<file path="src/rtl/robot_arm_cordic.sv">
// robot_arm_cordic: 3-DOF forward kinematics (base yaw, shoulder, elbow).
// One iterative CORDIC rotator is shared by three rotations: the shoulder link,
// the forearm link, and the resulting horizontal reach about the base axis.
module robot_arm_cordic #(
  parameter int DATA_WIDTH_IN  = 16,
  parameter int DATA_WIDTH_OUT = 32,
  parameter int FRAC_BITS      = 14,
  parameter int ITER           = 16,
  parameter int A1             = 20,
  parameter int A2             = 10,
  parameter int B              = 5
) (
  input  logic                      i_clk,
  input  logic                      i_rst,
  input  logic                      i_thi_valid,
  output logic                      o_thi_ready,
  input  logic [DATA_WIDTH_IN-1:0]  i_thi1,
  input  logic [DATA_WIDTH_IN-1:0]  i_thi2,
  input  logic [DATA_WIDTH_IN-1:0]  i_thi3,
  output logic                      o_xyz_valid,
  output logic [DATA_WIDTH_OUT-1:0] o_x,
  output logic [DATA_WIDTH_OUT-1:0] o_y,
  output logic [DATA_WIDTH_OUT-1:0] o_z
);

  localparam int W  = DATA_WIDTH_OUT + 2;
  localparam int AW = DATA_WIDTH_IN + 2;
  localparam int CW = $clog2(ITER);

  // K^-1 in Q16; link lengths are pre-scaled by it so the CORDIC gain cancels
  localparam longint KINV_Q16 = 39797;
  localparam logic signed [W-1:0] L1 =
    W'((longint'(A1) * (longint'(1) << FRAC_BITS) * KINV_Q16) >>> 16);
  localparam logic signed [W-1:0] L2 =
    W'((longint'(A2) * (longint'(1) << FRAC_BITS) * KINV_Q16) >>> 16);
  localparam logic signed [W-1:0] ZB = W'(longint'(B) << FRAC_BITS);
  localparam logic signed [AW-1:0] QTR = AW'(longint'(1) << (DATA_WIDTH_IN - 2));
  localparam logic signed [17:0] KINV_MUL = 18'sd39797;

  function automatic logic signed [AW-1:0] atan_entry(input int unsigned i);
    real v;
    v = $atan(1.0 / (2.0 ** i)) * (2.0 ** DATA_WIDTH_IN) / (2.0 * 3.141592653589793);
    return AW'($rtoi(v + 0.5));
  endfunction

  typedef enum logic [2:0] {
    S_IDLE, S_LOAD1, S_ROT1, S_LOAD2, S_ROT2, S_LOAD3, S_ROT3, S_OUT
  } state_t;

  state_t r_state, w_next;

  logic                      r_ready, r_valid;
  logic [CW-1:0]             r_iter;
  logic [DATA_WIDTH_IN-1:0]  r_th1, r_th2, r_th3;
  logic signed [W-1:0]       r_x, r_y, r_c1, r_s1, r_zout;
  logic signed [AW-1:0]      r_z;
  logic [DATA_WIDTH_OUT-1:0] r_ox, r_oy, r_oz;

  logic                      w_accept, w_load, w_rot, w_last, w_fire;
  logic [DATA_WIDTH_IN-1:0]  w_ld_ang;
  logic signed [AW-1:0]      w_ld_ang_s;
  logic signed [W-1:0]       w_ld_len, w_ld_x, w_ld_y;
  logic signed [AW-1:0]      w_ld_z;
  logic signed [W-1:0]       w_r, w_zsum, w_rk;
  logic signed [W+17:0]      w_prod;
  logic signed [AW-1:0]      w_atan_tab [ITER];
  logic signed [AW-1:0]      w_atan, w_zn;
  logic signed [W-1:0]       w_xs, w_ys, w_xn, w_yn;

  for (genvar g = 0; g < ITER; g++) begin : g_atan
    localparam logic signed [AW-1:0] ATAN_G = atan_entry(g);
    assign w_atan_tab[g] = ATAN_G;
  end

  // state register
  always_ff @(posedge i_clk or negedge i_rst) begin
    if (!i_rst) r_state <= S_IDLE;
    else        r_state <= w_next;
  end

  // next-state sequencing through the three rotations
  always_comb begin
    w_next = r_state;
    case (r_state)
      S_IDLE:  if (w_accept) w_next = S_LOAD1;
      S_LOAD1: w_next = S_ROT1;
      S_ROT1:  if (w_last) w_next = S_LOAD2;
      S_LOAD2: w_next = S_ROT2;
      S_ROT2:  if (w_last) w_next = S_LOAD3;
      S_LOAD3: w_next = S_ROT3;
      S_ROT3:  if (w_last) w_next = S_OUT;
      S_OUT:   w_next = S_IDLE;
      default: w_next = S_IDLE;
    endcase
  end

  // state decode for the datapath
  always_comb begin
    w_accept = (r_state == S_IDLE) && i_thi_valid && r_ready;
    w_load   = (r_state == S_LOAD1) || (r_state == S_LOAD2) || (r_state == S_LOAD3);
    w_rot    = (r_state == S_ROT1) || (r_state == S_ROT2) || (r_state == S_ROT3);
    w_last   = (r_iter == CW'(ITER - 1));
    w_fire   = (r_state == S_ROT3) && w_last;
  end

  // reach/height combination and r*K^-1 rescale for the base rotation
  always_comb begin
    w_r    = r_c1 + r_x;
    w_zsum = ZB + r_s1 + r_y;
    w_prod = (W+18)'(w_r) * (W+18)'(KINV_MUL);
    w_rk   = W'(w_prod >>> 16);
  end

  // load vector selection and quadrant fold into the CORDIC convergence range
  always_comb begin
    w_ld_ang = r_th1;
    w_ld_len = w_rk;
    case (r_state)
      S_LOAD1: begin w_ld_ang = r_th2;         w_ld_len = L1; end
      S_LOAD2: begin w_ld_ang = r_th2 + r_th3; w_ld_len = L2; end
      default: begin w_ld_ang = r_th1;         w_ld_len = w_rk; end
    endcase
    w_ld_ang_s = {{2{w_ld_ang[DATA_WIDTH_IN-1]}}, w_ld_ang};
    case (w_ld_ang[DATA_WIDTH_IN-1 -: 2])
      2'b01: begin w_ld_x = '0; w_ld_y = w_ld_len;  w_ld_z = w_ld_ang_s - QTR; end
      2'b10: begin w_ld_x = '0; w_ld_y = -w_ld_len; w_ld_z = w_ld_ang_s + QTR; end
      default: begin w_ld_x = w_ld_len; w_ld_y = '0; w_ld_z = w_ld_ang_s; end
    endcase
  end

  // one CORDIC micro-rotation driving the residual angle towards zero
  always_comb begin
    w_atan = w_atan_tab[r_iter];
    w_xs   = r_x >>> r_iter;
    w_ys   = r_y >>> r_iter;
    if (!r_z[AW-1]) begin
      w_xn = r_x - w_ys;
      w_yn = r_y + w_xs;
      w_zn = r_z - w_atan;
    end else begin
      w_xn = r_x + w_ys;
      w_yn = r_y - w_xs;
      w_zn = r_z + w_atan;
    end
  end

  // datapath, handshake and result registers
  always_ff @(posedge i_clk or negedge i_rst) begin
    if (!i_rst) begin
      r_ready <= 1'b0;
      r_valid <= 1'b0;
      r_iter  <= '0;
      r_th1   <= '0;
      r_th2   <= '0;
      r_th3   <= '0;
      r_x     <= '0;
      r_y     <= '0;
      r_z     <= '0;
      r_c1    <= '0;
      r_s1    <= '0;
      r_zout  <= '0;
      r_ox    <= '0;
      r_oy    <= '0;
      r_oz    <= '0;
    end else begin
      r_ready <= (w_next == S_IDLE);
      r_valid <= w_fire;
      if (w_accept) begin
        r_th1 <= i_thi1;
        r_th2 <= i_thi2;
        r_th3 <= i_thi3;
      end
      if (w_load) begin
        r_iter <= '0;
        r_x    <= w_ld_x;
        r_y    <= w_ld_y;
        r_z    <= w_ld_z;
      end else if (w_rot) begin
        r_iter <= r_iter + CW'(1);
        r_x    <= w_xn;
        r_y    <= w_yn;
        r_z    <= w_zn;
      end
      if (r_state == S_LOAD2) begin
        r_c1 <= r_x;
        r_s1 <= r_y;
      end
      if (r_state == S_LOAD3) r_zout <= w_zsum;
      // results are captured on the final micro-rotation so the strobe lines up with OUT
      if (w_fire) begin
        r_ox <= DATA_WIDTH_OUT'(w_xn);
        r_oy <= DATA_WIDTH_OUT'(w_yn);
        r_oz <= DATA_WIDTH_OUT'(r_zout);
      end
    end
  end

  assign o_thi_ready = r_ready;
  assign o_xyz_valid = r_valid;
  assign o_x         = r_ox;
  assign o_y         = r_oy;
  assign o_z         = r_oz;

endmodule
</file>
<file path="config.mk">
export PLATFORM = sky130hd
export DESIGN_NAME = robot_arm_cordic
export DESIGN_NICKNAME = d
export VERILOG_FILES = /design/src/rtl/robot_arm_cordic.sv
export SDC_FILE = /design/constraint.sdc
export NUM_CORES = 2
export LEC_CHECK = 0
export BUFFER_PORTS_ARGS = -buffer_cell sky130_fd_sc_hd__buf_2
export CORE_MARGIN = 8
export CORE_UTILIZATION = 25
export CTS_CLUSTER_DIAMETER = 150
export DETAILED_ROUTE_END_ITERATION = 12
export PLACE_DENSITY = 0.4
export RECOVER_POWER = 25
export SLEW_MARGIN = 40
export SYNTH_ARGS = -nofsm -noshare
export SYNTH_HDL_FRONTEND = slang
export SYNTH_SLANG_ARGS = --single-unit
export TNS_END_PERCENT = 5
</file>
<file path="constraint.sdc">
create_clock -name i_clk -period 21.8 [get_ports i_clk]
set_input_delay 0 -clock i_clk [delete_from_list [all_inputs] [get_ports i_clk]]
set_output_delay 0 -clock i_clk [all_outputs]
set_load 0.02 [all_outputs]
</file>
==> qor.txt <==
==========================================================================================
Status                                                                        complete, but fails checks
Violated checks                                                               capacitance limit, slew limit
Sequential fraction of the synthesis area                                           21.41%
CTS buffer count                                                                        43
Dpl cells                                                                             6558
Startpoint Class                                                                      flop
Kind of end point of the critical path                                                flop
Number of cells traversed by the worst hold path                                         3
Yosys reg bits                                                                         337
Number of port buffers                                                                 148
HPWL reported at the end of detailed placement                                   109000 µm
Detailed Route WL                                                                137200 µm
Share of the synthesized area in the top cell type                                  21.41%
Filler Cell Count                                                                    16830
Count of antenna-violating nets left after detailed routing                              0
Worst reg2reg path depth                                                                37
Leading cell types by count after synthesis                                   sky130_fd_sc_hd__nand2_1, sky130_fd_sc_hd__inv_1, sky130_fd_sc_hd__ha_1, sky130_fd_sc_hd__dfrtp_1, sky130_fd_sc_hd__a21oi_1
Die area                                                                        170500 µm²
Delay contributed by the slowest stage of the critical path                        0.70 ns
Layout overhead on the synthesized area                                             13.18%
CP Class                                                                      flop to flop
Vias in the first global route                                                       33360
Maximum Capacitance Violations                                                           3
Critical path's most frequent cell                                            sky130_fd_sc_hd__fa_1
Data required time at the worst endpoint                                          22.23 ns
Avg WL per Cell                                                                   20.51 µm
Starting DRT DRC Count                                                                2193
Critical-path top delay cell                                                  sky130_fd_sc_hd__a2111oi_0
Commonest register cell after synthesis                                       sky130_fd_sc_hd__dfrtp_1
Top achievable clock speed                                                     0.08700 GHz
Vias post-DR                                                                         32460
Mapped cell area                                                                 39390 µm²
Finished Layout Cells                                                                 6690
Post-CTS Setup Inserts                                                                   0
Sinks on Clock Net                                                                     337
Yosys warns                                                                              0
Synthesized netlist net count                                                         5178
Worst-case hold path end point                                                r_th3[11]$_DFFE_PN0P_
Arrival time at the worst endpoint                                                11.93 ns
Worst Hold Slack                                                                 0.1719 ns
Sum Neg Setup Slack                                                                   0 ns
Placement Cell Area                                                              42650 µm²
First-pass GRT wire length                                                       211400 µm
Largest net degree at the start of global routing                                      130
Summed area of non-filler cells in the final layout                              44580 µm²
Worst Skew                                                                      0.03569 ns
Netlist cell types                                                                      99
Clock edge transition at the registers on the reported setup and hold paths        0.06 ns
Via density per instance                                                             4.853
Setup Viol. Count Final                                                                  0
Proportion of synthesized flip-flops having asynchronous set or reset               100.0%
Number of nets in the layout                                                          5318
H-tree depth                                                                             2
Worst-Skew Late Latency                                                            0.60 ns
Most area-consuming cells after synthesis                                     sky130_fd_sc_hd__dfrtp_1, sky130_fd_sc_hd__ha_1, sky130_fd_sc_hd__fa_1
Shortest period the worst path allows                                             11.49 ns
Initial antenna violation count                                                          9
FP Rows                                                                                145
Setup slack of the worst register-to-register path                                10.31 ns
Remaining global-route overflow                                                          0
GRT Total Usage                                                                     15.90%
Number of gates given a new drive strength after cts                                     0
Die height                                                                        412.9 µm
Most numerous cell in the Yosys netlist                                       sky130_fd_sc_hd__nand2_1
Top-level port count                                                                   149
Drt pass-1 iters                                                                         5
Final Wtd Congestion                                                                0.8407
Die width                                                                         412.9 µm
Avg Cell Area, Syn                                                               8.834 µm²
Initial Utilization                                                                 25.19%
RSZ-0062 raised after global routing                                                    no
CTS tree                                                                               yes
DRC viols                                                                                0
Total count of max-transition violations in the final report                           132
FF-to-FF Start                                                                r_x[0]$_DFFE_PN0P_
Origin of the worst min-delay path                                              i_thi3[11]
Floorplan core area                                                             156400 µm²
Count of flip-flops with a built-in enable after synthesis                               0
Most area-hungry cell type in the Yosys netlist                               sky130_fd_sc_hd__dfrtp_1
Number of hold violations in the final report                                            0
Endpoint of the worst register-to-register path                               r_y[28]$_DFFE_PN0P_
Tcrit/Tclk final                                                                    52.73%
Hold buffer count at CTS                                                                52
Path type of the worst min-delay path                                         input port to flop
Post-Synthesis Cells                                                                  4459
CP max FO                                                                                8
Transition time of the tightest slew-check pin                                    2.920 ns
Fraction of layout instances using a drive strength above 1                         9.892%
Root cell of the clock tree                                                   sky130_fd_sc_hd__clkbuf_16
Slew HR                                                                            -94.63%
Number of buffers on the longest clock path                                              3
==========================================================================================
## cells by family after synthesis
logic type,synth area share [%]
and+or+nand+nor,14.92
AOI/OAI and AO/OA,15.69
adders and majority gates,26.00
buffers and inverters,6.391
DFF,21.41
xor gates and xnor gates,6.849
muxes,8.742
## per-layer routing
layer / vias to the layer above / routed length [µm] / track usage, %
met3: 151 / 6713 / 2.492
met5: - / 13 / 0.02872
met4: 2 / 3786 / 3.923
li1: 15690 / - / -
met1: 15890 / 66130 / 22.66
met2: 730 / 60540 / 25.11
## flip-flops by register name, summed over array words and instances (netlist names), 18 cells and up
register,count
r_c1,34
r_x,34
r_y,34
o_x,32
o_y,32
o_z,32
r_s1,32
r_zout,32
r_z,18
## cell usage in the layout, fill, tap and decap left out, drive strengths merged, types with 26 or more instances in the layout
cell type / netlist / routed
ha: 417 / 417
a31oi: 46 / 46
nand2b: 36 / 36
nand2: 701 / 701
nor3: 47 / 47
buf: 50 / 150
dlygate4sd3: 0 / 51
o21bai: 26 / 26
and3: 32 / 32
xor2: 132 / 132
mux2i: 62 / 62
inv: 463 / 464
a221oi: 34 / 34
mux4: 79 / 79
clkbuf: 127 / 129
nand3: 60 / 60
o21ai: 198 / 198
o21a: 46 / 46
dfrtp: 337 / 337
nor2: 271 / 271
nand4: 28 / 28
fa: 251 / 251
a21oi: 278 / 278
a21o: 96 / 96
mux2: 89 / 89
and2: 39 / 39
xnor2: 176 / 176
## stage by stage
step / setup WS (ns) / util [%]
after floorplan: 11.98 / -
after CTS: 10.33 / 28.55
after global placement: 10.54 / 27.21
final: 10.31 / 28.51
after detailed placement: 10.37 / 27.27
after global routing: 9.484 / 28.50
## layout make-up
type	instances	area (µm²)	share of cell area, %
diodes	2	5.005	0.01123
flip-flops and latches	337	8446	18.95
well taps	2058	2575	5.776
repair buffers	272	1744	3.913
multi-input cells	3477	28580	64.11
clock inverters	18	246.5	0.5529
clock buffers	58	1224	2.745
inverters	468	1758	3.943
## worst max-delay path: cells and delay by family, from the launching register on
family / cells / cell delay (ns)
AND/OR/NAND/NOR: 9 / 2.33
flip-flops: 1 / 0.44
AO/OA/AOI/OAI: 12 / 3.54
buffers and inverters: 5 / 0.44
XOR/XNOR: 2 / 0.51
adder cells (fa/ha/maj): 9 / 4.07
## worst max-delay path by stage
stage,from,to,slack (ns),cells past startpoint
final,r_x[0]$_DFFE_PN0P_,r_y[28]$_DFFE_PN0P_,10.31,37
after floorplan,r_x[0]$_DFFE_PN0P_,r_y[28]$_DFFE_PN0P_,11.98,37
after global routing,r_x[0]$_DFFE_PN0P_,r_y[28]$_DFFE_PN0P_,9.48,37
after detailed placement,r_x[0]$_DFFE_PN0P_,r_y[28]$_DFFE_PN0P_,10.37,37
after global placement,r_x[0]$_DFFE_PN0P_,r_y[28]$_DFFE_PN0P_,10.54,37
after CTS,r_x[0]$_DFFE_PN0P_,r_y[28]$_DFFE_PN0P_,10.33,37
Power is not shown: default switching activity piles up to over one toggle a cycle in this logic, so the estimate is an artifact.
